### src/rtl/adder_mp_seq.sv
// adder_mp_seq: sequential multi-precision, multi-lane adder.
// Operands are added one CHUNK_WIDTH slice per cycle through a single
// lookahead chunk adder. A registered carry links consecutive chunks of a lane.
// iMode splits the word into 1/2/4/8 lanes, and the carry is broken at lane edges.
// Optional feature macro: ADDER_MP_SUB_EN adds the iSub port (lane-wise A-B).
//
// state | meaning
// IDLE  | waiting for operands, oReady=1
// RUN   | adding chunk cnt this cycle
// DONE  | result held, oValid=1 until iReady
module adder_mp_seq #(
  parameter int DATA_WIDTH  = 256,
  parameter int CHUNK_WIDTH = 32
) (
  input  logic                  iClk,
  input  logic                  iRst,
  input  logic                  iValid,
  output logic                  oReady,
  input  logic [DATA_WIDTH-1:0] iA,
  input  logic [DATA_WIDTH-1:0] iB,
  input  logic                  iC,
  input  logic [1:0]            iMode,
`ifdef ADDER_MP_SUB_EN
  input  logic                  iSub,
`endif
  output logic                  oValid,
  input  logic                  iReady,
  output logic [DATA_WIDTH-1:0] oSum,
  output logic [7:0]            oC
);

  localparam int NCHUNK = DATA_WIDTH / CHUNK_WIDTH;
  localparam int CNT_W  = $clog2(NCHUNK);
  localparam int LOG_CW = $clog2(CHUNK_WIDTH);
  localparam int NS     = CHUNK_WIDTH / 4;
  localparam logic [CNT_W-1:0] LAST_CNT = CNT_W'(NCHUNK - 1);

  typedef enum logic [1:0] {IDLE = 2'd0, RUN = 2'd1, DONE = 2'd2} state_t;

  state_t state, state_nxt;

  logic [DATA_WIDTH-1:0]  a_q, b_q, sum_q;
  logic                   cin_q;
  logic [1:0]             mode_q;
  logic [CNT_W-1:0]       cnt;
  logic                   carry_q;
  logic [7:0]             oc_q;
`ifdef ADDER_MP_SUB_EN
  logic                   sub_q;
`endif

  logic [CNT_W+LOG_CW-1:0] base;
  logic [CNT_W-1:0]        lane_mask;
  logic                    lane_first, lane_last;
  logic [2:0]              lane_idx;
  logic                    lane_cin;
  logic [CHUNK_WIDTH-1:0]  a_chunk, b_chunk;
  logic                    chunk_cin;
  logic [CHUNK_WIDTH-1:0]  chunk_sum;
  logic                    chunk_cout;

  // Chunk lookahead internals.
  logic [CHUNK_WIDTH-1:0] g, p, bc;
  logic [NS-1:0]          sg, sp;
  logic [NS:0]            sc;
  logic                   tp;

  assign base = {cnt, {LOG_CW{1'b0}}};

  // Lane geometry: chunks per lane is NCHUNK>>mode, so (NCHUNK-1)>>mode masks the
  // position of a chunk inside its lane.
  always_comb begin
    lane_mask  = LAST_CNT >> mode_q;
    lane_first = (cnt & lane_mask) == '0;
    lane_last  = (cnt & lane_mask) == lane_mask;
    lane_idx   = 3'd0;
    case (mode_q)
      2'd1:    lane_idx = {2'b00, cnt[CNT_W-1]};
      2'd2:    lane_idx = {1'b0, cnt[CNT_W-1 -: 2]};
      2'd3:    lane_idx = cnt[CNT_W-1 -: 3];
      default: lane_idx = 3'd0;
    endcase
  end

  // Operand slice selection and carry-in mux.
  always_comb begin
    a_chunk = a_q[base +: CHUNK_WIDTH];
`ifdef ADDER_MP_SUB_EN
    b_chunk  = b_q[base +: CHUNK_WIDTH] ^ {CHUNK_WIDTH{sub_q}};
    lane_cin = sub_q | cin_q;
`else
    b_chunk  = b_q[base +: CHUNK_WIDTH];
    lane_cin = cin_q;
`endif
    chunk_cin = lane_first ? lane_cin : carry_q;
  end

  // Lookahead chunk adder. It computes 4-bit slice group generate/propagate,
  // then expands every slice carry and every bit carry as a sum of products,
  // so no carry ripples between slices.
  always_comb begin
    g  = a_chunk & b_chunk;
    p  = a_chunk ^ b_chunk;
    sg = '0;
    sp = '0;
    sc = '0;
    bc = '0;
    tp = 1'b0;
    for (int s = 0; s < NS; s++) begin
      sp[s] = &p[4*s +: 4];
      sg[s] = g[4*s+3]
            | (p[4*s+3] & g[4*s+2])
            | (p[4*s+3] & p[4*s+2] & g[4*s+1])
            | (p[4*s+3] & p[4*s+2] & p[4*s+1] & g[4*s]);
    end
    for (int s = 0; s <= NS; s++) begin
      tp = 1'b1;
      for (int t = s - 1; t >= 0; t--) begin
        sc[s] = sc[s] | (sg[t] & tp);
        tp    = tp & sp[t];
      end
      sc[s] = sc[s] | (chunk_cin & tp);
    end
    for (int s = 0; s < NS; s++) begin
      for (int i = 0; i < 4; i++) begin
        tp = 1'b1;
        for (int t = i - 1; t >= 0; t--) begin
          bc[4*s+i] = bc[4*s+i] | (g[4*s+t] & tp);
          tp        = tp & p[4*s+t];
        end
        bc[4*s+i] = bc[4*s+i] | (sc[s] & tp);
      end
    end
  end

  assign chunk_sum  = p ^ bc;
  assign chunk_cout = sc[NS];

  // FSM state register.
  always_ff @(posedge iClk or posedge iRst) begin
    if (iRst) state <= IDLE;
    else      state <= state_nxt;
  end

  // FSM next-state logic.
  always_comb begin
    state_nxt = state;
    case (state)
      IDLE:    if (iValid) state_nxt = RUN;
      RUN:     if (cnt == LAST_CNT) state_nxt = DONE;
      DONE:    if (iReady) state_nxt = IDLE;
      default: state_nxt = IDLE;
    endcase
  end

  // FSM outputs.
  always_comb begin
    oReady = 1'b0;
    oValid = 1'b0;
    case (state)
      IDLE:    oReady = 1'b1;
      DONE:    oValid = 1'b1;
      default: ;
    endcase
  end

  // Datapath: latch operands on accept, then write one chunk per RUN cycle.
  always_ff @(posedge iClk or posedge iRst) begin
    if (iRst) begin
      a_q     <= '0;
      b_q     <= '0;
      cin_q   <= 1'b0;
      mode_q  <= 2'd0;
      cnt     <= '0;
      carry_q <= 1'b0;
      sum_q   <= '0;
      oc_q    <= 8'h00;
`ifdef ADDER_MP_SUB_EN
      sub_q   <= 1'b0;
`endif
    end else begin
      case (state)
        IDLE: if (iValid) begin
          a_q    <= iA;
          b_q    <= iB;
          cin_q  <= iC;
          mode_q <= iMode;
          cnt    <= '0;
          sum_q  <= '0;
          oc_q   <= 8'h00;
`ifdef ADDER_MP_SUB_EN
          sub_q  <= iSub;
`endif
        end
        RUN: begin
          sum_q[base +: CHUNK_WIDTH] <= chunk_sum;
          carry_q <= chunk_cout;
          if (lane_last) oc_q[lane_idx] <= chunk_cout;
          cnt <= cnt + 1'b1;
        end
        default: ;
      endcase
    end
  end

  assign oSum = sum_q;
  assign oC   = oc_q;

endmodule

### config.mk
export PLATFORM = sky130hd
export DESIGN_NAME = adder_mp_seq
export DESIGN_NICKNAME = d
export VERILOG_FILES = /design/src/rtl/adder_mp_seq.sv
export SDC_FILE = /design/constraint.sdc
export NUM_CORES = 2
export LEC_CHECK = 0
export CORE_MARGIN = 3
export CORE_UTILIZATION = 39
export DETAILED_ROUTE_END_ITERATION = 7
export SETUP_SLACK_MARGIN = 0.1
export SYNTH_ARGS = -nofsm -noshare
export SYNTH_HDL_FRONTEND = slang
export SYNTH_SLANG_ARGS = --single-unit
### constraint.sdc
create_clock -name iClk -period 49.6 [get_ports iClk]
set_input_delay 14.88 -clock iClk [delete_from_list [all_inputs] [get_ports iClk]]
set_output_delay 14.88 -clock iClk [all_outputs]
set_load 0.005 [all_outputs]
# ---- After elaboration in Yosys (flattened, before gate mapping)
# Cells that the tools add are included.
dict set report classes {
  n_bitwise 288
  magnitude_cmp 2
  div_mod_pow 0
  n_mul 0
  n_eq_ne 11
  shifts 5
  n_mux 19
  n_addsub 2
  n_reduce_logical 16
}
# op count
set ops {}
lappend ops {{256-bit case mux with 2 select lines} 1}
lappend ops {{256-bit by 9-bit indexed part select with 32-bit output} 2}
lappend ops {{256-bit bitwise mux} 1}
lappend ops {{256-bit 2-to-1 mux} 1}
lappend ops {{32-bit by 10-bit variable shift with 256-bit output, first input constant} 1}
lappend ops {{32-bit by 10-bit indexed part select with 256-bit output} 1}
lappend ops {{1-bit AND} 176}
lappend ops {{1-bit bitwise OR} 108}
lappend ops {{32-bit XOR} 2}
lappend ops {{32-bit AND} 1}
lappend ops {{4-bit AND reduction} 8}
lappend ops {{8-bit 2-to-1 mux} 2}
lappend ops {{8-bit case mux with 2 select lines} 1}
lappend ops {{8-bit negation with 10-bit output} 1}
lappend ops {{3-bit case mux with 3 select lines} 1}
lappend ops {{8-bit bitwise mux} 1}
lappend ops {{2-bit != test, second input constant} 4}
lappend ops {{2-bit == test, second input constant} 3}
lappend ops {{2-bit 2-to-1 mux} 3}
lappend ops {{2-bit case mux with 3 select lines} 1}
lappend ops {{3-bit case mux with 2 select lines} 1}
lappend ops {{3-bit AND reduction} 2}
lappend ops {{2-bit by 1-bit == test with 1-bit output, second input constant} 2}
lappend ops {{3-bit by 4-bit less-than comparator with 1-bit output, second input constant} 1}
lappend ops {{other kinds (14)} 18}
dict set report totals {
  reg_bits 785
  word_cells 352
  in_bits 519
  mem_bits_rw 0
  mem_bits_ro 0
  latchBits 0
  mem_count 0
}

# ---- Longest topological paths before layout
dict set report depth {
  ltp_word 20
  mapped_depth 18
  ltp_nobuf 14
}

# ---- Worst setup path before layout
# Ideal clock, no wire load.
dict set report synth_timing {
  path_type {input-to-reg}
  startpoint {input port iValid}
  endpoint {register oc_q[5] (netlist: oC[5])}
  cell_stages 7
  setup_time_ns 0.143
  path_slack_ns 33.277
  arrival_time_ns 16.180
  path_buffers 1
  cell_sequence {and2_1 -> clkbuf_1 -> nor2_1 -> nor2_1 -> or4b_2 -> nand3_1 -> o21ai_0}
}
dict set report synth_via {
  elab_chain_len 2
}
# item line
set synth_lines {}
lappend synth_lines {{start, declared} 17} ;# input logic iValid,
lappend synth_lines {{2-bit != test (no line)} -}
lappend synth_lines {{3-bit AND reduction (no line)} -}
lappend synth_lines {{end signal, assigned by index} 198} ;# if (lane_last) oc_q[lane_idx] <= chunk_cout;
lappend synth_lines {{end, declared} 47} ;# logic [7:0] oc_q;
# No other way between the ends.
# A chain may end at the register's enable or synchronous reset.

==> key figures <==
Status
  • Outcome: finished, final reports clean

Pwr
  • Logic pwr share: a little over half
  • Net Sw Frac: a little under half
  • Flop pwr share: approximately 30%
  • Psw: between 1.5 and 2 mW
  • Max rail drop VDD: roughly 0.085 mV
  • Static leakage: approximately 22 nW
  • Pwr per Cell Area: ~77 nW/um^2
  • Clk pwr share: a little under a fifth
  • Internal: 1.96 mW

Clock network
  • Post-CTS Setup Inserts: 0
  • Clock sink count: approximately 790
  • CTS max path bufs: 3
  • CTS Buf Count: 86
  • H-tree depth: 3
  • Hold_buf cts: 0
  • Root Buffer Master: clkbuf_16
  • CTS tree: done
  • # resized after CTS: 0
  • Worst-Skew Late Latency: about 0.64 ns
  • Clock slew at reported path FFs: ~0.060 ns

Drt
  • Via count: 28900
  • Drt wl/cell: ~22 um
  • First DRT Iteration DRCs: around 2400
  • DR DRC count: 0
  • Routed WL: approximately 130000 um
  • Vias/cell: approximately 5
  • Detail Route Antenna Nets: 0
  • 1st-pass router iterations: 8

STA
  • Setup violations, final: 0
  • Slew Limit Fails: 0
  • Crit path time final: ~19 ns
  • Hold Vio Cnt, Final: 0
  • Rel. slew slack: between 20 and 25%
  • Fmax: between 0.05 and 0.06 GHz
  • Skew final: 0.0303 ns
  • RSZ-0062 raised after global routing: false
  • Tightest Pin Transition: 1.16 ns
  • Final Cycle Share: 37.7%
  • Setup TNS: 0 ns

Cells and area
  • Commonest non-fill, non-tap cell in the layout: nand2_1
  • Layout cells sized above 1: between 7 and 8%
  • Synth-to-Final Area Change: 33.8%
  • Commonest non-fill, non-tap cells in the layout: nand2_1, clkdlybuf4s50_1, dfrtp_1
  • Finished Core Util: a little over half
  • Final #Nets: around 5000

Critical path
  • Reg2reg start: cnt[0]
  • Setup crit start kind: primary input
  • CP Capture Type: asynchronous set/reset pin
  • Crit path from: iRst
  • CP Max Fanout: ~110
  • CP Class: primary input to asynchronous set/reset pin
  • Worst Path Arrival: between 15 and 20 ns
  • Worst EP required: about 50 ns

Global routing
  • Total grt overflow: 0
  • Vias in the first global route: 29300
  • First-pass GRT wire length: roughly 190000 um
  • Total track usage: about a quarter
  • Initial antenna violation count: 20
  • Largest net degree at the start of global routing: roughly 210

Yosys
  • Area leader, netlist: dfrtp_1
  • Seq/Total Area, Yosys: a little under three fifths
  • Synth async-reset ratio: 100%
  • Post-synthesis register bit count: about 790
  • Post-Syn Instances: approximately 3700
  • Average size of a mapped cell: slightly above 9 um^2
  • Syn_nets: about 4300
  • Synth cell types: 57
  • Top FF cell, synth: dfrtp_1
  • YS warnings: 0
  • Synth top area share: 56.5%
  • Number of synthesized flops with an enable pin: 0
  • Post-synthesis cell area: 34800 um^2
  • Synth area leaders: dfrtp_1, nand2_1, mux4_2, nand3_1, o21ai_0

Floorplan
  • Die Area: 92800 um^2
  • Die Height: just over 300 um
  • DIE WIDTH: around 300 um
  • # IOs: between 700 and 800
  • Row cnt: about 110
  • Starting density of the core: ~40%
  • Core Box Area: 87600 um^2

Placement
  • IO buf count: roughly 800
  • Final HPWL DP: 91400 um
  • Routability Congestion: between 0.8 and 0.9

Worst hold path
  • Hold/Removal Path Class: flip-flop to flip-flop
  • Hold_sp: b_q[82]

Job
  • Number of max-cap violations: 0
logic make-up after synthesis:
logic type                 Yosys count  synth area share, %
buffers and inverters              259                 2.91
adders and majority gates           44                 1.76
xor gates and xnor gates            21                0.550
and+or+nand+nor                   2204                 25.1
DFF                                785                 56.5
AOI/OAI and AO/OA                  301                 4.80
muxes                              134                 8.47
critical path: stages:
cell             delay [ns]
clkdlybuf4s50_1        0.49
inv_8                  0.56
buf_4                  0.69
buf_4                  0.79
buf_4                  0.81
buf_4                  0.84
synth_stat cells, types with 3 or more instances:
master,instances
o21ai_0,217
buf_2,12
nor2_1,27
nand2_1,1876
nand4_1,4
nand2b_1,4
xor2_1,8
a21o_1,3
and2_1,6
o21ai_1,6
inv_1,16
mux2i_1,5
nor2b_1,6
and3_1,5
mux4_2,128
o31ai_1,6
nor3_1,10
buf_1,28
clkbuf_2,7
xnor2_1,12
nand3_1,252
a21oi_1,31
dfrtp_1,785
fa_1,8
a31oi_1,14
clkbuf_1,194
ha_1,36
o21bai_1,6
final cells by class:
type | count | area (um^2)
flip-flops and latches | 785 | 19700
well taps | 1155 | 1450
clock buffers | 134 | 2650
inverters | 16 | 67.6
diodes | 18 | 45.0
fillers | 8087 | 41000
repair buffers | 835 | 8270
multi-input cells | 2704 | 14200
clock inverters | 21 | 260
flip-flops by register name (all words and copies together), names as in the netlist:
| register | cells |
|---|---|
| carry_q | 1 |
| oSum | 256 |
| oC | 8 |
| cnt | 3 |
| state | 2 |
| mode_q | 2 |
| cin_q | 1 |
| a_q | 256 |
| b_q | 256 |
routing by layer:
layer  part of all wire [%]  vias to the layer above  GRT usage [%]  wire, um
li1                       -                    13600              -         -
met1                     41                    14100           33.9     51100
met2                     48                      978           43.5     61000
met3                    6.2                      221           5.29      7840
met4                    4.6                        2           12.5      5810
met5                  0.010                        -              0        13
through the flow:
stage                     setup WS (ns)  cell area, um^2  std cells  hold slack (ns)  total power [mW]
after global placement            30.04            43600       5495            0.453              2.93
after detailed placement          30.05            43600       5495            0.457              2.96
after global routing              30.28            46500       5663            0.488              3.82
after CTS                         30.73            46500       5650            0.470              3.62
after floorplan                   12.68            34800       3748            0.440              2.06
final                             30.89            46500       5668            0.467              3.58
power by group through the flow:
stage	clock network, mW	logic [mW]	registers [mW]
after floorplan	0	1.03	1.02
after global placement	0	1.86	1.07
after detailed placement	0	1.88	1.07
after CTS	0.665	1.89	1.07
after global routing	0.691	2.03	1.10
final	0.654	1.86	1.07
final timing paths:
path / to / slack, ns / depth (start not counted)
worst max-delay path: a_q[225] / 30.89 / 6
worst min-delay path: b_q[82] / 0.47 / 2
worst max register to register: oSum[56] / 42.78 / 15
worst min register to register: b_q[82] / 0.47 / 2
max in group iClk: b_q[79] / 31.29 / 7
min in group asynchronous: oSum[93] / 14.79 / 2
Power figures use the tool's default switching activity.
==> RTL edit: new RTL, config.mk and constraints unchanged <==
Add a define of `ADDER_MP_SUB_EN`.
--- a/src/rtl/adder_mp_seq.sv
+++ b/src/rtl/adder_mp_seq.sv
@@ -8,6 +8,8 @@
 // IDLE  | waiting for operands, oReady=1
 // RUN   | adding chunk cnt this cycle
 // DONE  | result held, oValid=1 until iReady
+`define ADDER_MP_SUB_EN
+
 module adder_mp_seq #(
   parameter int DATA_WIDTH  = 256,
   parameter int CHUNK_WIDTH = 32
Ports: changed (added iSub); port bits go from 785 to 786. The function was not compared with the original's and may differ.
==> RTL edit against the unedited design <==
  * Sequential share of layout area is 0.17 points higher
  * Die area is 0.36% higher
  * Wire length is 2.3% lower
  * Synthesized area is 0.37% higher
  * Final area is 0.30% lower
  * Setup slack worse by 0.12 ns
  * Power is 3.3% higher
  * Via count is 2.3% lower
  * Sequential cell count is 1 higher
==> RTL edit: results (changes against the unedited design) <==
* Status: finished clean
* Dpl cells at 5381 (-2.1%)
* Fraction of layout cells with a size suffix above 1 at 0.07583 (-0.0006990)
* Fin nets at 4866 (-2.5%)
* Pre-Repair DR Iteration Count at 5 (-3)
* Crit path max-delay family: buffers and inverters
* Area after DPL at 43610 µm² (about the same)
* Clock buffer count from CTS at 84 (-2.3%)
* Drt wl/cell at 22.13 µm (-0.28%)
* Multi-input gate area at 14170 µm² (about the same)
* Clock Skews at 0.02450 ns (-0.005836 ns)
* Post-synth ARST share at 1.000 (unchanged)
* Mapped Cells at 3636 (-3.0%)
* Hold WC Path Type: reg -> reg
* Worst R2R Start: cnt[0]
* Synth unique cells at 62 (+8.8%)
* Top area cells in the synthesized netlist: dfrtp_1 (56%), nand2_1 (18%), mux4_2 (8.3%)
* Largest net degree at the start of global routing at 211 (+0.96%)
* Worst Tran Pin Value at 1.235 ns (+0.07671 ns)
* Initial antenna violation count at 27 (+35%)
* Peak supply drop at 0.09046 mV (+6.0%)
* Dpl hpwl at 88530 µm (-3.1%)
* Max FO, Critical Path at 210 (+89%)
* GPL Wtd Cong at 0.8658 (+4.6%)
* Post-Layout Cell Count at 5553 (-2.0%)
* Static Leak at 22.01 nW (-1.5%)
* CP arrival at 19.35 ns (+0.02 ns)
* H-tree depth at 3 (unchanged)
* Sequential fraction of the synthesis area at 0.5633 (-0.001367)
* Hold Crit Start: b_q[171]
* Post-synth top cells: nand2_1 (1656), dfrtp_1 (786), nand3_1 (267), o21ai_0 (254), clkbuf_1 (187)
* Worst skew pair latency at 0.63 ns
* Port bufs at 785 (+0.13%)
* Number of vias in the routed layout at 28200 (-2.3%)
* First-pass GRT wire length at 182000 µm (-2.4%)
* Critical path origin: iValid
* GRT Util Overall at 0.2588 (-0.006583)
* DRT iter0 DRCs at 2018 (-16%)
* Post-Syn Nets at 4200 (-2.6%)
* Clock slew at reported path FFs at 0.05 ns
* Filler Cell Count at 8263 (+2.2%)
* Place WS at 30.27 ns (+0.2142 ns)
## RTL edit: worst paths after layout
| kind | end | slack, ns | depth (start not counted) |
|---|---|---|---|
| max | oSum[243] | 30.77 | 8 |
| min | b_q[171] | 0.47 | 2 |
| max reg2reg | oSum[149] | 42.98 | 15 |
| min reg2reg | b_q[171] | 0.47 | 2 |
| max in group asynchronous | a_q[142] | 31.46 | 5 |
| min in group asynchronous | b_q[187] | 14.85 | 2 |
## RTL edit: cells by family (layout without fill, tap and decap cells)
logic type      Yosys count  count (layout)  synth area share
simple gates           1991            1991            0.2272
flops                   786             786            0.5633
compound gates          329             329           0.05281
buf+inv                 266             995           0.03128
mux                     164             164           0.09287
xor+xnor                 56              56           0.01512
fa+ha+maj                44              44           0.01749
other cells               0              23                 0
## RTL edit: per-layer routing
metal  routed length, µm  up-vias  track usage
li1                    -    13300            -
met1               52750    13840       0.3505
met2               58480      889       0.4148
met3                7646      171      0.05529
met4                3932       10      0.09071
met5                  62        -            0
## RTL edit: cell type report
cell class	count	area share
clock buffer	125	0.05365
tap	1165	0.03141
timing repair buffer	820	0.1766
sequential	786	0.4240
antenna	23	0.001240
clock inverter	24	0.005500
inverter	26	0.002292
multi-input combinational	2584	0.3053
## RTL edit: tightest hold or removal path, cell delays in order, from the launching register on
cell	delay, ns
dfrtp_1	0.34
nand2_1	0.05
nand2_1	0.05
## RTL edit: report_power, final
| part | switching [W] | total, W | internal, W |
|---|---|---|---|
| clock | 0.000263 | 0.000631 | 0.000368 |
| sequential | 0.000152 | 0.00105 | 0.000901 |
| combinational | 0.00131 | 0.00202 | 0.000705 |
